## src/rtl/i2c_cmd_queue.sv

```systemverilog
// i2c_cmd_queue: buffered multi-channel I2C command engine between user registers and the sequencer port.
module i2c_cmd_queue #(
  parameter int FIFO_DEPTH     = 16,
  parameter int NUM_CHAN       = 4,
  parameter int TIMEOUT_CYCLES = 65535,
  parameter int SETTLE_CYCLES  = 16,
  parameter int AXI_ADDR_WIDTH = 32
) (
  input  logic                      s_axi_aclk,
  input  logic                      s_axi_aresetn,
  input  logic                      wr_en,
  input  logic [AXI_ADDR_WIDTH-1:0] waddr,
  input  logic [31:0]               wdata,
  output logic                      wr_ack,
  input  logic                      rd_en,
  input  logic [AXI_ADDR_WIDTH-1:0] raddr,
  output logic [31:0]               rdata,
  output logic                      rd_ack,
  output logic                      seq_req,
  output logic                      seq_op,
  output logic [7:0]                seq_dev_id,
  output logic [7:0]                seq_addr,
  output logic [7:0]                seq_wdata,
  input  logic                      seq_ack,
  input  logic [7:0]                seq_rdata,
  output logic [(NUM_CHAN > 1 ? $clog2(NUM_CHAN) : 1)-1:0] chan_sel,
  output logic                      busy,
  output logic                      irq
);
  localparam int AW  = $clog2(FIFO_DEPTH);
  localparam int LW  = AW + 1;
  localparam int CW  = NUM_CHAN > 1 ? $clog2(NUM_CHAN) : 1;
  localparam int TW  = $clog2(TIMEOUT_CYCLES > SETTLE_CYCLES ? TIMEOUT_CYCLES : SETTLE_CYCLES) + 1;
  localparam int CMW = 25 + CW;
  localparam int RMW = 9 + CW;
  typedef enum logic [1:0] {IDLE, SETTLE, ISSUE, WAIT} state_t;
  state_t state_q, state_d;
  logic [TW-1:0] cnt_q, cnt_d;
  logic [CMW-1:0] cmd_mem [FIFO_DEPTH];
  logic [RMW-1:0] rsp_mem [FIFO_DEPTH];
  logic [AW-1:0] cmd_wr_q, cmd_rd_q, rsp_wr_q, rsp_rd_q;
  logic [LW-1:0] cmd_lvl_q, rsp_lvl_q;
  logic [CW-1:0] chan_q;
  logic [31:0] rdata_q, rdata_d, status, rsp_word;
  logic [7:0] dev_q, addr_q, wd_q;
  logic seq_op_q, wr_ack_q, rd_ack_q, irq_q, en_q, irq_en_q, flush_q, flush_d;
  logic ovf_q, to_q, badch_q;
  logic wr_cmd, wr_stat, wr_ctrl, chan_ok, flush_go, cmd_full, cmd_empty, rsp_full, rsp_empty;
  logic go, cmd_push, rsp_push, rsp_pop, ack_ok, tmo, unused_ok;
  logic [CMW-1:0] head;
  logic [RMW-1:0] rsp_head, rsp_din;
  assign unused_ok = ^{waddr[AXI_ADDR_WIDTH-1:8], raddr[AXI_ADDR_WIDTH-1:8], wdata[27:25]};
  assign wr_cmd    = wr_en && waddr[7:0] == 8'h00;
  assign wr_stat   = wr_en && waddr[7:0] == 8'h08;
  assign wr_ctrl   = wr_en && waddr[7:0] == 8'h0C;
  assign chan_ok   = {28'd0, wdata[31:28]} < 32'(NUM_CHAN);
  assign cmd_full  = cmd_lvl_q == LW'(FIFO_DEPTH);
  assign cmd_empty = cmd_lvl_q == '0;
  assign rsp_full  = rsp_lvl_q == LW'(FIFO_DEPTH);
  assign rsp_empty = rsp_lvl_q == '0;
  assign head      = cmd_mem[cmd_rd_q];
  assign rsp_head  = rsp_mem[rsp_rd_q];
  assign flush_go  = flush_q && state_q == IDLE;
  assign flush_d   = (wr_ctrl & wdata[1]) | (flush_q & (state_q != IDLE));
  // a read may only leave IDLE when its response is guaranteed a slot
  assign go        = state_q == IDLE && en_q && !cmd_empty && !flush_q && (!head[24] || !rsp_full);
  assign cmd_push  = wr_cmd && chan_ok && (!cmd_full || go) && !flush_go;
  assign ack_ok    = state_q == WAIT && seq_ack;
  assign tmo       = state_q == WAIT && !seq_ack && cnt_q == TW'(TIMEOUT_CYCLES - 2);
  assign rsp_push  = seq_op_q && (ack_ok || tmo);
  assign rsp_pop   = rd_en && raddr[7:0] == 8'h04 && !rsp_empty;
  assign rsp_din   = {tmo, chan_q, tmo ? 8'hFF : seq_rdata};
  assign rsp_word  = rsp_empty ? 32'd0 : {14'd0, rsp_head[RMW-1], 1'b1, 4'd0, 4'(rsp_head[8 +: CW]), rsp_head[7:0]};
  assign status    = {8'd0, 8'(rsp_lvl_q), 8'(cmd_lvl_q), 1'b0, badch_q, to_q, ovf_q, rsp_empty, cmd_empty, cmd_full, busy};
  assign rdata_d   = raddr[7:0] == 8'h04 ? rsp_word :
                     raddr[7:0] == 8'h08 ? status :
                     raddr[7:0] == 8'h0C ? {29'd0, irq_en_q, flush_q, en_q} : 32'd0;
  assign seq_req    = state_q == ISSUE;
  assign busy       = state_q != IDLE;
  assign seq_op     = seq_op_q;
  assign seq_dev_id = dev_q;
  assign seq_addr   = addr_q;
  assign seq_wdata  = wd_q;
  assign chan_sel   = chan_q;
  assign wr_ack     = wr_ack_q;
  assign rd_ack     = rd_ack_q;
  assign rdata      = rdata_q;
  assign irq        = irq_q;
  // the timer counts from the ISSUE cycle, so ISSUE plus WAIT spans TIMEOUT_CYCLES cycles
  always_comb begin
    state_d = state_q;
    cnt_d = cnt_q;
    case (state_q)
      IDLE: if (go) begin
        state_d = head[25 +: CW] != chan_q ? SETTLE : ISSUE;
        cnt_d = '0;
      end
      SETTLE: begin
        cnt_d = cnt_q + TW'(1);
        state_d = cnt_q == TW'(SETTLE_CYCLES - 1) ? ISSUE : SETTLE;
      end
      ISSUE: begin
        state_d = WAIT;
        cnt_d = '0;
      end
      default: begin
        cnt_d = cnt_q + TW'(1);
        state_d = (ack_ok || tmo) ? IDLE : WAIT;
      end
    endcase
  end
  always_ff @(posedge s_axi_aclk) begin
    if (cmd_push) cmd_mem[cmd_wr_q] <= {wdata[28 +: CW], wdata[24:0]};
    if (rsp_push) rsp_mem[rsp_wr_q] <= rsp_din;
  end
  always_ff @(posedge s_axi_aclk or negedge s_axi_aresetn) begin
    if (!s_axi_aresetn) begin
      state_q <= IDLE;
      cnt_q <= '0;
      {cmd_wr_q, cmd_rd_q, rsp_wr_q, rsp_rd_q} <= '0;
      {cmd_lvl_q, rsp_lvl_q} <= '0;
      {wr_ack_q, rd_ack_q, rdata_q, irq_q} <= '0;
      {en_q, irq_en_q, flush_q, ovf_q, to_q, badch_q} <= '0;
      {seq_op_q, dev_q, addr_q, wd_q, chan_q} <= '0;
    end else begin
      state_q <= state_d;
      cnt_q <= cnt_d;
      wr_ack_q <= wr_en;
      rd_ack_q <= rd_en;
      if (rd_en) rdata_q <= rdata_d;
      if (wr_ctrl) {irq_en_q, en_q} <= {wdata[2], wdata[0]};
      flush_q <= flush_d;
      ovf_q <= (ovf_q & ~(wr_stat & wdata[4])) | (wr_cmd & chan_ok & cmd_full & ~go);
      to_q <= (to_q & ~(wr_stat & wdata[5])) | tmo;
      badch_q <= (badch_q & ~(wr_stat & wdata[6])) | (wr_cmd & ~chan_ok);
      irq_q <= irq_en_q & (~rsp_empty | ovf_q | to_q | badch_q);
      if (go) {chan_q, seq_op_q, dev_q, addr_q, wd_q} <= head;
      if (flush_go) begin
        {cmd_wr_q, cmd_rd_q, rsp_wr_q, rsp_rd_q} <= '0;
        {cmd_lvl_q, rsp_lvl_q} <= '0;
      end else begin
        cmd_wr_q <= cmd_wr_q + AW'(cmd_push);
        cmd_rd_q <= cmd_rd_q + AW'(go);
        cmd_lvl_q <= cmd_lvl_q + LW'(cmd_push) - LW'(go);
        rsp_wr_q <= rsp_wr_q + AW'(rsp_push);
        rsp_rd_q <= rsp_rd_q + AW'(rsp_pop);
        rsp_lvl_q <= rsp_lvl_q + LW'(rsp_push) - LW'(rsp_pop);
      end
    end
  end
endmodule

```

## config.mk

```make
export PLATFORM = sky130hd
export DESIGN_NAME = i2c_cmd_queue
export DESIGN_NICKNAME = d
export VERILOG_FILES = /design/src/rtl/i2c_cmd_queue.sv
export SDC_FILE = /design/constraint.sdc
export NUM_CORES = 1
export LEC_CHECK = 0
export ABC_CLOCK_PERIOD_IN_PS = 13900
export BUFFER_PORTS_ARGS = -buffer_cell sky130_fd_sc_hd__buf_2
export CORE_MARGIN = 5
export CORE_UTILIZATION = 30
export DETAILED_ROUTE_END_ITERATION = 10
export PLACE_DENSITY = 0.48
export RECOVER_POWER = 25
export SLEW_MARGIN = 20
export SYNTH_ARGS = -nofsm -noshare
export SYNTH_HDL_FRONTEND = slang
export SYNTH_SLANG_ARGS = --single-unit
```

## constraint.sdc

```tcl
create_clock -name s_axi_aclk -period 13.9 [get_ports s_axi_aclk]
set_clock_uncertainty 0.1 [all_clocks]
set_input_delay 2.78 -clock s_axi_aclk [delete_from_list [all_inputs] [get_ports s_axi_aclk]]
set_output_delay 2.78 -clock s_axi_aclk [all_outputs]
set_load 0.03 [all_outputs]
```

==> impl_results.md, run 1 <==
- Initial antenna violation count: 9
- Critical Path RT: between 10 and 15 ns
- Crit Reg-Reg Startpoint: cmd_rd_q[1]
- Async set-reset flop share out of synthesis: around 14%
- Post-route core utilization: 35.5%
- Global Route Usage Sum: 13.3%
- First-pass GRT wire length: 97600 um
- Most common cell in the synthesized netlist: edfxtp_1
- Worst Hold Depth: 1
- Cell mode on critical path: inv_1
- Cells after DPL: about 2700
- Filler instances: 8591
- Hold Violations, Final: 0
- Final Cycle Share: 41.4%
- Gpl congestion: around 0.71
- Post-DP HPWL: 37300 um
- Critical path class: primary input to flop
- Cell-by-cell trace of the critical path: buf_2, nor4_1, nand3_1, nor2_1, o2111ai_4, ha_1, inv_1, ha_1, inv_1, fa_1, inv_1, a21oi_1, nor2_1, or3_1, a21oi_1
- Tmin final: 5.76 ns
- Crit-path max FO: 18
- GRT met1 Usage: a little under a fifth
- Synth Area per Inst: 20.3 sq um
- Ports: approximately 170
- I/O Buffers: 107
- Reg2Reg Depth: 15
- Layout cells sized above 1: between 20% and 30%
- Via-to-Cell Ratio: 4.77
- Largest area contributor in the netlist: edfxtp_1
- Worst-margin pin slew: approximately 1.0 ns
- Post-synth EDFFs: ~600
- Hold Crit Start: seq_addr[5]
- Die Wd: approximately 320 um
- Worst setup SP type: primary input
- CP startpoint: waddr[5]
- CP max-delay cell: o2111ai_4
- Met3 usage: 3.12%
- Clk root buf: clkbuf_16
- Vias: 13600
- Post-synthesis cell count: 1374
- Ys Warns: 0
- Reg-to-Reg End: cmd_lvl_q[4]
- Clock transition at the registers of the reported paths: 0.06 ns
- Die area: 0.0993 sq mm
- Maximum vdd ir drop: 0.000102 V
- LEAKAGE: 10.8 nW
- Worst setup EP type: flop
- Slew margin rel.: 30.6%
- Met2 Usage GRT: a little over a fifth
- Status: finished clean
- R2r setup slk: 8.47 ns
- Htree depth: 3
- Vias in the first global route: 14300
- Pwr/cell area: 170 mW/mm^2
- Detailed Routing Iterations Pass 1: 5
- Final setup fails: 0
- Initial Util: 30.3%
- Post-synth cell types: 53
- Largest net degree at the start of global routing: between 60 and 70
- DRT iter0 DRCs: 1000
- Clock Latency Late Sink: between 0.6 and 0.7 ns
- TritonCTS clock tree: done
- Core Region: 0.0921 sq mm
- Buf/Inv on CP: 4
- CTS resizes: 0
- Synth top area share: 65.4%
- Clk sinks: 707
- Nets@finish: 1665
- GR peak layer: met2
- Count of final max-slew check failures: 0
- Max frequency: approximately 0.17 GHz
- CP max stage delay: 0.58 ns
- Remaining DRCs: 0
- Final Power: 5.56 mW
- Largest cells by area after synthesis: edfxtp_1 (65%), mux4_2 (14%), dfrtp_1 (8.9%), mux2_2 (1.3%), ha_1 (0.99%)
- DR WL/cell: between 20 and 25 um
- Final ANT Viol Nets: 0
- Commonest cells post-synth: edfxtp_1 (608), mux4_2 (172), dfrtp_1 (99)
- Arr. time, crit path: 6.17 ns
- Mapped cell area: 0.0279 sq mm
- Num rows: between 100 and 150
- Final WL: 66200 um
- Hold WC Path Type: flop to flop
- Sequential cell area fraction in the yosys report: 74.3%
- RSZ-0062 raised after global routing: no
- Max cap viols: 0
- Final Non-Filler Cells: about 2800
- Setup_tns: 0 ns
- Post CTS Setup Buffer Count: 0
- Hold Path Sink: seq_addr[5]
- Maximum clock path buffer count: 3
- Cell family with most CP delay: simple AND/OR/NAND/NOR gates
- TritonCTS Buffers: 78
- Hold_buf cts: 0
- Chip Height: 315 um
- Top_reg_cell synth: edfxtp_1
- Overflow after GRT: 0
- Area growth syn-to-layout: 17.2%
- #FFs+latches synth: 707
[where the power goes]
part           leakage (nW)  switching [mW]  internal, mW
Sequential             6.73           0.143          2.38
Clock                  1.26           0.856          1.23
Combinational          2.84           0.472         0.479
[flip-flops by register name, indices dropped and copies added, names as in the netlist, 5 cells and up]
register    flops
rsp_lvl_q       5
cmd_mem       432
seq_dev_id      8
seq_addr        8
seq_wdata       8
rsp_mem       176
cmd_lvl_q       5
cnt_q          17
rdata          18
[layout make-up]
cell class                      count  area (sq um)  area share (%)
Tap cell                         1243          1560            4.75
Sequential cell                   707         20700            63.4
Inverter                           25          93.8           0.287
Antenna cell                        3          7.51          0.0229
Timing Repair Buffer              147           817            2.50
Clock inverter                     36           475            1.45
Clock buffer                      109          2120            6.48
Multi-Input combinational cell    573          6900            21.1
[worst max path at each step]
| stage | slack (ns) | to | cells past startpoint |
|---|---|---|---|
| 2_1_floorplan | 6.92 | cmd_mem[1][0] | 5 |
| 3_3_place_gp | 7.37 | cmd_mem[11][23] | 7 |
| 3_5_place_dp | 7.31 | cmd_mem[11][10] | 7 |
| 4_1_cts | 7.86 | cmd_mem[11][18] | 7 |
| 5_1_grt | 7.92 | cmd_lvl_q[4] | 15 |
| 6_report | 8.14 | cmd_lvl_q[4] | 15 |
[metal layers]
metal	up-vias	share of wire (%)
li1	5909	-
met1	7235	44
met2	311	48
met3	101	5.1
met4	8	2.2
met5	-	0.086
[cell families (layout without fill, tap and decap cells)]
logic type      Yosys count  count (layout)  share of synthesized area (%)
mux                     225             225                           15.9
buf+inv                 107             317                           1.71
simple gates            188             188                           3.42
fa+ha+maj                24              24                           1.13
flops                   707             707                           74.3
xor+xnor                 31              31                          0.973
compound gates           91              91                           2.56
other cells               1              17                         0.0134
[stage by stage]
step	setup WS (ns)	cell area [sq um]	hold slack, ns
finish	8.14	32700	0.404
global route	7.92	32700	0.414
CTS	7.86	32700	0.407
detailed placement	7.31	30100	0.392
global placement	7.37	30100	0.388
floorplan	6.92	28000	0.368
[layout by cell type, fill, tap and decap left out, types with 5 or more instances in the layout]
| cell | synthesis | routed |
|---|---|---|
| conb_1 | 1 | 14 |
| nor4_2 | 0 | 6 |
| ha_1 | 22 | 22 |
| a221oi_1 | 9 | 9 |
| buf_2 | 13 | 83 |
| clkbuf_1 | 33 | 50 |
| clkinv_2 | 0 | 12 |
| edfxtp_1 | 608 | 608 |
| a221o_1 | 7 | 7 |
| buf_4 | 16 | 39 |
| nor3_1 | 19 | 6 |
| nor2_2 | 0 | 9 |
| nor3_2 | 0 | 12 |
| nand3_1 | 17 | 17 |
| o21ai_0 | 11 | 11 |
| inv_1 | 25 | 25 |
| a21oi_1 | 15 | 15 |
| nor2_1 | 50 | 40 |
| nand2_1 | 31 | 31 |
| a22oi_1 | 5 | 5 |
| and2_1 | 15 | 15 |
| xnor2_1 | 18 | 18 |
| mux2i_1 | 22 | 22 |
| a22o_1 | 24 | 24 |
| nand2b_1 | 17 | 17 |
| mux2_2 | 31 | 31 |
| clkbuf_16 | 0 | 79 |
| xor2_1 | 13 | 13 |
| mux4_2 | 172 | 172 |
| bufinv_16 | 0 | 8 |
| clkinv_1 | 0 | 8 |
| dfrtp_1 | 99 | 94 |
No activity file was read; power rests on OpenSTA's default activity.
==> inputs of run 2 (changes only) <==
--- a/config.mk
+++ b/config.mk
@@ -5,12 +5,12 @@
 export SDC_FILE = /design/constraint.sdc
 export NUM_CORES = 1
 export LEC_CHECK = 0
-export ABC_CLOCK_PERIOD_IN_PS = 13900
+export ABC_CLOCK_PERIOD_IN_PS = 5200
 export BUFFER_PORTS_ARGS = -buffer_cell sky130_fd_sc_hd__buf_2
 export CORE_MARGIN = 5
 export CORE_UTILIZATION = 30
 export DETAILED_ROUTE_END_ITERATION = 10
-export PLACE_DENSITY = 0.48
+export PLACE_DENSITY = 0.5
 export RECOVER_POWER = 25
 export SLEW_MARGIN = 20
 export SYNTH_ARGS = -nofsm -noshare
==> constraint.sdc (replaced) <==
create_clock -name s_axi_aclk -period 5.2 [get_ports s_axi_aclk]
set_clock_uncertainty 0.1 [all_clocks]
set_input_delay 1.04 -clock s_axi_aclk [delete_from_list [all_inputs] [get_ports s_axi_aclk]]
set_output_delay 1.04 -clock s_axi_aclk [all_outputs]
set_load 0.03 [all_outputs]
==> run 2 against run 1 <==
  * The run now ends with capacitance limit, slew limit left
  * Worst setup slack lost 7.3 ns
  * Die area is the same
  * Sequential power grew to 2.6 times the previous value
  * Non-clock buffer count up 12
  * Cell area hardly changed
  * Global-route usage decreased by 0.29 points
  * Hold slack worse by 0.0010 ns
  * Utilization hardly changed
  * Critical path type is now flop to flop
==> impl_results.md, run 2 (synthesis results as in run 1) <==
- Final Cycle Share: between 80% and 90%
- TritonCTS Buffers: 78 (unchanged)
- Hold_buf cts: 0 (unchanged)
- Detailed Routing Iterations Pass 1: 5 (unchanged)
- Crit-path max FO: 18 (unchanged)
- Initial antenna violation count: 8 (-1)
- I/O Buffers: 107 (unchanged)
- Die Wd: 315 um (unchanged)
- Die area: 0.0993 sq mm (unchanged)
- Status: finished, violations left
- Gate power share: 17.8% (+0.7 points)
- Via-to-Cell Ratio: 4.76 (-0.13%)
- Count of final max-slew check failures: 41 (+41)
- LEAKAGE: 10.9 nW (+0.18%)
- Largest Register: cmd_mem
- Critical Path RT: 5.63 ns (-8.69 ns)
- Arr. time, crit path: 4.77 ns (-1.40 ns)
- Final WL: 65100 um (-1.7%)
- Fin Hold WS: 0.403 ns (-0.00103 ns)
- Max FFs per register: 432 (unchanged)
- Gpl congestion: 0.747 (+4.5%)
- Ports: 173 (unchanged)
- Clk sinks: 707 (unchanged)
- Leading cell type in the layout, fill and taps excluded: edfxtp_1
- DRT iter0 DRCs: 1099 (+9.9%)
- Post-route cell area: 0.0327 sq mm (about the same)
- Area growth syn-to-layout: 17.3% (about the same)
- Chip Height: 315 um (unchanged)
- Initial Util: 30.3% (unchanged)
- RSZ-0062 raised after global routing: no
- Clk root buf: clkbuf_16
- Setup_tns: 0 ns (unchanged)
- Post-route core utilization: 35.6% (about the same)
- Core Region: 0.0921 sq mm (unchanged)
- Pwr/cell area: 449 mW/mm^2 (+160%)
- Global Route Usage Sum: 13.0% (-0.29 points)
- Htree depth: 3 (unchanged)
- Share of power burned in registers: 45.3% (about the same)
- Final setup fails: 0 (unchanged)
- Worst setup SP type: flop
- Vias in the first global route: 14300 (+0.20%)
- DR WL/cell: 22.8 um (-2.1%)
- Placed inst area: 0.0302 sq mm (+0.27%)
- Slew margin rel.: -50.9% (-82 points)
- Worst setup EP type: flop
- Filler instances: 8534 (-0.66%)
- CTS resizes: 0 (unchanged)
- Tmin final: approximately 4.3 ns
- Violated checks: capacitance limit, slew limit
- TritonCTS clock tree: done
- Max frequency: 0.231 GHz
- Vias: 13600 (+0.29%)
- Hold WC Path Type: flop to flop
- P_sw: 3.84 mW (+160%)
- Layout cells sized above 1: 30.1% (+0.25 points)
- Commonest non-fill, non-tap cells in the layout: edfxtp_1 (608), mux4_2 (172), dfrtp_1 (94)
- Cells after DPL: 2706 (+0.41%)
- Post-DP HPWL: 38100 um (+2.3%)
- Cell internal pwr: 10.9 mW (+170%)
- Final ANT Viol Nets: 0 (unchanged)
- Max cap viols: 1 (+1)
- Clock power share: 36.9% (-0.6 points)
- Worst-margin pin slew: 2.26 ns (+1.22 ns)
- Remaining DRCs: 0 (unchanged)
- Overflow after GRT: 0 (unchanged)
- Nets@finish: 1677 (+0.72%)
- Largest net degree at the start of global routing: 67 (+3.1%)
- Post CTS Setup Buffer Count: 0 (unchanged)
- Sw Share: 26.1% (-0.32 points)
- Maximum clock path buffer count: 3 (unchanged)
- Hold Violations, Final: 0 (unchanged)
- First-pass GRT wire length: 96400 um (-1.2%)
- Final Non-Filler Cells: 2855 (+0.42%)
- Num rows: 111 (unchanged)
- Critical path class: flop to flop
- Maximum vdd ir drop: 0.000284 V (+180%)
- Clock transition at the registers of the reported paths: 0.06 ns (about the same)
- Clock Latency Late Sink: 0.61 ns (-0.03 ns)
run 2: power groups by stage:
| stage | clock (mW) | combinational [mW] | sequential [mW] |
|---|---|---|---|
| after global routing | 5.81 | 2.86 | 6.70 |
| after detailed placement | 0 | 2.68 | 6.80 |
| after global placement | 0 | 2.66 | 6.79 |
| after CTS | 5.58 | 2.69 | 6.68 |
| after floorplan | 0 | 1.90 | 6.80 |
| final | 5.43 | 2.62 | 6.66 |
run 2: critical path: stages, from the launching register on:
cell	delay [ns]
dfrtp_4	0.61
mux4_2	0.57
mux4_2	0.56
a41oi_4	0.30
o2111ai_4	0.42
ha_1	0.48
inv_1	0.04
ha_1	0.18
inv_1	0.07
fa_1	0.21
inv_1	0.05
a21oi_1	0.13
nor2_1	0.07
or3_1	0.34
a21oi_1	0.15
run 2: final cells by class:
cell class	count	area [sq um]	area share [%]
Multi-Input combinational cell	573	6890	21.0
Clock buffer	109	2150	6.57
Inverter	25	93.8	0.287
Sequential cell	707	20700	63.4
Tap cell	1243	1560	4.75
Antenna cell	5	12.5	0.0382
Clock inverter	34	387	1.18
Timing Repair Buffer	159	907	2.77
run 2: stage by stage:
step	power (mW)	worst slack (ns)
6_report	14.7	0.862
4_1_cts	15.0	0.798
3_3_place_gp	9.45	0.800
5_1_grt	15.4	0.634
3_5_place_dp	9.48	0.734
2_1_floorplan	8.70	-0.180
run 2: final timing paths:
path,from,to,slack (ns),cells after the start
worst max-delay path,cmd_rd_q[0],cmd_lvl_q[4],0.86,14
worst min-delay path,seq_dev_id[2],seq_dev_id[2],0.40,1
worst max register to register,cmd_rd_q[0],cmd_lvl_q[4],0.86,14
worst min register to register,seq_dev_id[2],seq_dev_id[2],0.40,1
max in group asynchronous,s_axi_aresetn,cmd_rd_q[0],2.34,2
min in group asynchronous,s_axi_aresetn,rd_ack,1.00,1
run 2: metal layers:
layer	track usage (%)	part of all wire [%]	vias to the layer above
met2	21.1	48	335
met5	0	0.040	-
met3	2.94	5.6	101
met4	3.57	2.4	4
li1	-	-	5930
met1	17.7	44	7233
==> inputs of run 3 (changes only) <==
--- a/config.mk
+++ b/config.mk
@@ -5,7 +5,8 @@
 export SDC_FILE = /design/constraint.sdc
 export NUM_CORES = 1
 export LEC_CHECK = 0
-export ABC_CLOCK_PERIOD_IN_PS = 5200
+export ABC_AREA = 1
+export ABC_CLOCK_PERIOD_IN_PS = 3510
 export BUFFER_PORTS_ARGS = -buffer_cell sky130_fd_sc_hd__buf_2
 export CORE_MARGIN = 5
 export CORE_UTILIZATION = 30
==> constraint.sdc (replaced) <==
create_clock -name s_axi_aclk -period 3.51 [get_ports s_axi_aclk]
set_clock_uncertainty 0.1 [all_clocks]
set_input_delay 0.702 -clock s_axi_aclk [delete_from_list [all_inputs] [get_ports s_axi_aclk]]
set_output_delay 0.702 -clock s_axi_aclk [all_outputs]
set_load 0.03 [all_outputs]
==> run 3 against run 2 <==
  * The run now ends clean
  * First-iteration DRC count increased by 32%
  * Sequential share of layout area decreased by 2.0 points
  * Count of clock-buffer cells in the layout decreased by 12
  * Non-clock buffer count grew 42
  * Worst setup slack worse by 0.52 ns
  * Synthesized cell count is 66% higher
  * Flip-flop and latch count unchanged
  * Die area grew 2.8%
  * Hold slack worse by 0.35 ns
  * Register-to-register slack got worse by 0.52 ns
  * Sequential power is 47% higher
  * Largest cell class unchanged
  * Largest power group unchanged
==> impl_results.md, run 3 <==
- Crit-path max FO: 10 (-8)
- Final ANT Viol Nets: 0 (unchanged)
- Max cap viols: 0 (-1)
- Via-to-Cell Ratio: 4.93 (+3.5%)
- PnR worst setup slack: 0.341 ns (-0.521 ns)
- Clk root buf: clkbuf_16
- Async set-reset flop share out of synthesis: 14.0% (unchanged)
- Critical Path RT: 3.88 ns (-1.75 ns)
- Die area: 0.102 sq mm (+2.8%)
- Layout cells sized above 1: 14.4% (-16 points)
- Core Region: 0.0950 sq mm (+3.2%)
- Hold_buf cts: 0 (unchanged)
- Commonest non-fill, non-tap cells in the layout: edfxtp_1 (608), nor2_1 (358), o21ai_0 (298)
- Die Wd: 319 um (+1.4%)
- DR WL/cell: 20.6 um (-9.7%)
- I/O Buffers: 107 (unchanged)
- RSZ-0062 raised after global routing: no
- Maximum clock path buffer count: 3 (unchanged)
- Post-DP HPWL: 44400 um (+16%)
- Worst slack, placed: -0.00717 ns (-0.742 ns)
- Tmin final: 3.17 ns (-1.17 ns)
- Nets@finish: 2557 (+52%)
- Global Route Usage Sum: 14.7% (+1.7 points)
- Post-route core utilization: 35.6% (about the same)
- Final setup fails: 0 (unchanged)
- Met3 usage: 2.66% (-0.27 points)
- Chip Height: 319 um (+1.4%)
- Commonest cells post-synth: edfxtp_1 (608), nor2_1 (374), o21ai_0 (298)
- TritonCTS Buffers: 79 (+1.3%)
- Status: finished clean
- Initial Util: 30.2% (-0.097 points)
- Fin Hold WS: 0.0492 ns (-0.354 ns)
- Clock Latency Late Sink: 0.65 ns (+0.04 ns)
- Post-synthesis cell count: 2274 (+66%)
- Largest cells by area after synthesis: edfxtp_1 (64%), dfrtp_1 (8.6%), o21ai_0 (5.2%), nor2_1 (4.9%), nand2_1 (2.4%)
- GRT met1 Usage: 20.2% (+2.4 points)
- Final Non-Filler Cells: 3755 (+32%)
- GR peak layer: met2
- Critical path class: flop to flop
- Initial antenna violation count: 7 (-1)
- Clk sinks: 707 (unchanged)
- Worst setup EP type: flop
- Vias in the first global route: 18300 (+28%)
- Hold Violations, Final: 0 (unchanged)
- Post-synth cell types: 51 (-3.8%)
- Vias: 18500 (+36%)
- Top_reg_cell synth: edfxtp_1
- Ys Warns: 0 (unchanged)
- Post-synth EDFFs: 608 (unchanged)
- DRT iter0 DRCs: 1453 (+32%)
- Maximum vdd ir drop: 0.000467 V (+65%)
- First-pass GRT wire length: 116000 um (+21%)
- Count of final max-slew check failures: 0 (-100%)
- Synth top area share: 63.6% (-1.8 points)
- Overflow after GRT: 0 (unchanged)
- #FFs+latches synth: 707 (unchanged)
- Final Cycle Share: 90.3% (+6.9 points)
- Htree depth: 3 (unchanged)
- Cells after DPL: 3604 (+33%)
- Mapped cell area: 0.0287 sq mm (+2.9%)
- Placed inst area: 0.0311 sq mm (+3.1%)
- Clock transition at the registers of the reported paths: 0.06 ns (about the same)
- Max frequency: 0.316 GHz (+37%)
- Final WL: 77300 um (+19%)
- Sequential cell area fraction in the yosys report: 72.2% (-2.1 points)
- TritonCTS clock tree: done
- Ports: 173 (unchanged)
- Remaining DRCs: 0 (unchanged)
- Most common cell in the synthesized netlist: edfxtp_1
- Largest Register: cmd_mem
- Area growth syn-to-layout: 17.7%
- Arr. time, crit path: 3.54 ns (-1.23 ns)
- Num rows: 113 (+1.8%)
- Pwr/cell area: 675 mW/mm^2 (+50%)
- Detailed Routing Iterations Pass 1: 6 (+1)
- Slew margin rel.: 33.3% (+84 points)
- LEAKAGE: 11.7 nW (+7.7%)
- Max FFs per register: 432 (unchanged)
- Filler instances: 9220 (+8.0%)
- Gpl congestion: 0.792 (+6.1%)
- Post-route cell area: 0.0338 sq mm (+3.2%)
- Hold WC Path Type: primary input to asynchronous set/reset pin
- Worst-margin pin slew: 1.00 ns (-1.26 ns)
- Leading cell type in the layout, fill and taps excluded: edfxtp_1
- Met2 Usage GRT: 24.6% (+3.5 points)
- Worst setup SP type: flop
- Largest net degree at the start of global routing: 96 (+43%)
- Largest area contributor in the netlist: edfxtp_1
- Synth Area per Inst: 12.6 sq um (-38%)
==> run 3: cell count changes after synthesis, sizes merged, moves of 69 or more <==
cell,before,now
o221ai,1,72
inv,25,113
nand3,17,86
nor2,50,383
o21ai,11,313
mux4,172,0
nand2,31,188
==> run 3: logic make-up (layout without fill, tap and decap cells) <==
kind of cell	after synthesis	in the layout	synth area share, %
AOI/OAI and AO/OA	577	577	12.1
xor gates and xnor gates	9	9	0.275
adders and majority gates	24	24	1.10
buffers and inverters	261	462	4.25
DFF	707	707	72.2
muxes	2	2	0.0784
other	1	16	0.0131
and+or+nand+nor	693	693	10.0
==> run 3: worst max-delay path, cell delays in order (launching register included) <==
cell and delay, ns:
dfrtp_4 0.56, buf_4 0.17, nor2_1 0.09, nor2_1 0.04, o21ai_0 0.07, nand3_1 0.10
nand3_1 0.11, nand3_2 0.12, nand3_1 0.11, nand2_1 0.08, ha_1 0.30, inv_1 0.06
ha_1 0.15, inv_1 0.06, fa_1 0.38, inv_1 0.10, nand2_1 0.05, a21oi_1 0.12
nor2_1 0.07, xor2_1 0.13, nor2_1 0.05
==> run 3: area by class of cell <==
class                   count  area (sq um)  share of cell area, %
flip-flops and latches    707         20700                   61.4
multi-input cells        1319          6930                   20.5
clock buffers              97          2070                   6.11
well taps                1265          1580                   4.68
repair buffers            201          1440                   4.26
clock inverters            48           588                   1.74
inverters                 116           440                   1.30
diodes                      2          5.00                 0.0148
==> run 3: per-stage QoR <==
| stage | setup TNS [ns] | total power [mW] |
|---|---|---|
| 2_1_floorplan | 0 | 13.3 |
| 3_3_place_gp | -0.0801 | 14.5 |
| 3_5_place_dp | -0.00717 | 14.7 |
| 4_1_cts | 0 | 23.1 |
| 5_1_grt | 0 | 24.0 |
| 6_report | 0 | 22.8 |
==> run 3: power breakdown <==
part | total [mW] | leakage, nW | switching (mW) | internal, mW
Sequential | 9.82 | 6.75 | 0.348 | 9.47
Combinational | 4.66 | 3.65 | 3.29 | 1.37
Clock | 8.35 | 1.29 | 3.43 | 4.92
Total | 22.8 | 11.7 | 7.07 | 15.8
==> run 3: what timing repair did <==
item                                    CTS  global route
resized for setup                         0             1
endpoints found under the setup margin    0             1
buffers inserted                          0             4
==> run 3: worst paths after layout <==
path                               start           end  slack (ns)  cells after the start
setup / recovery             cmd_rd_q[0]  cmd_lvl_q[4]        0.34                     20
hold / removal             s_axi_aresetn   rsp_rd_q[1]        0.05                      1
setup reg to reg             cmd_rd_q[0]  cmd_lvl_q[4]        0.34                     20
hold reg to reg                rdata[18]     rdata[18]        0.38                      2
max in group asynchronous  s_axi_aresetn  seq_wdata[4]        2.51                      2
min in group s_axi_aclk            wr_en        wr_ack        0.16                      1
==> run 3: layer usage <==
| layer | up-vias | share of wire [%] |
|---|---|---|
| met3 | 116 | 5.2 |
| met4 | 4 | 2.0 |
| met2 | 481 | 48 |
| met5 | - | 0.035 |
| li1 | 8609 | - |
| met1 | 9313 | 45 |
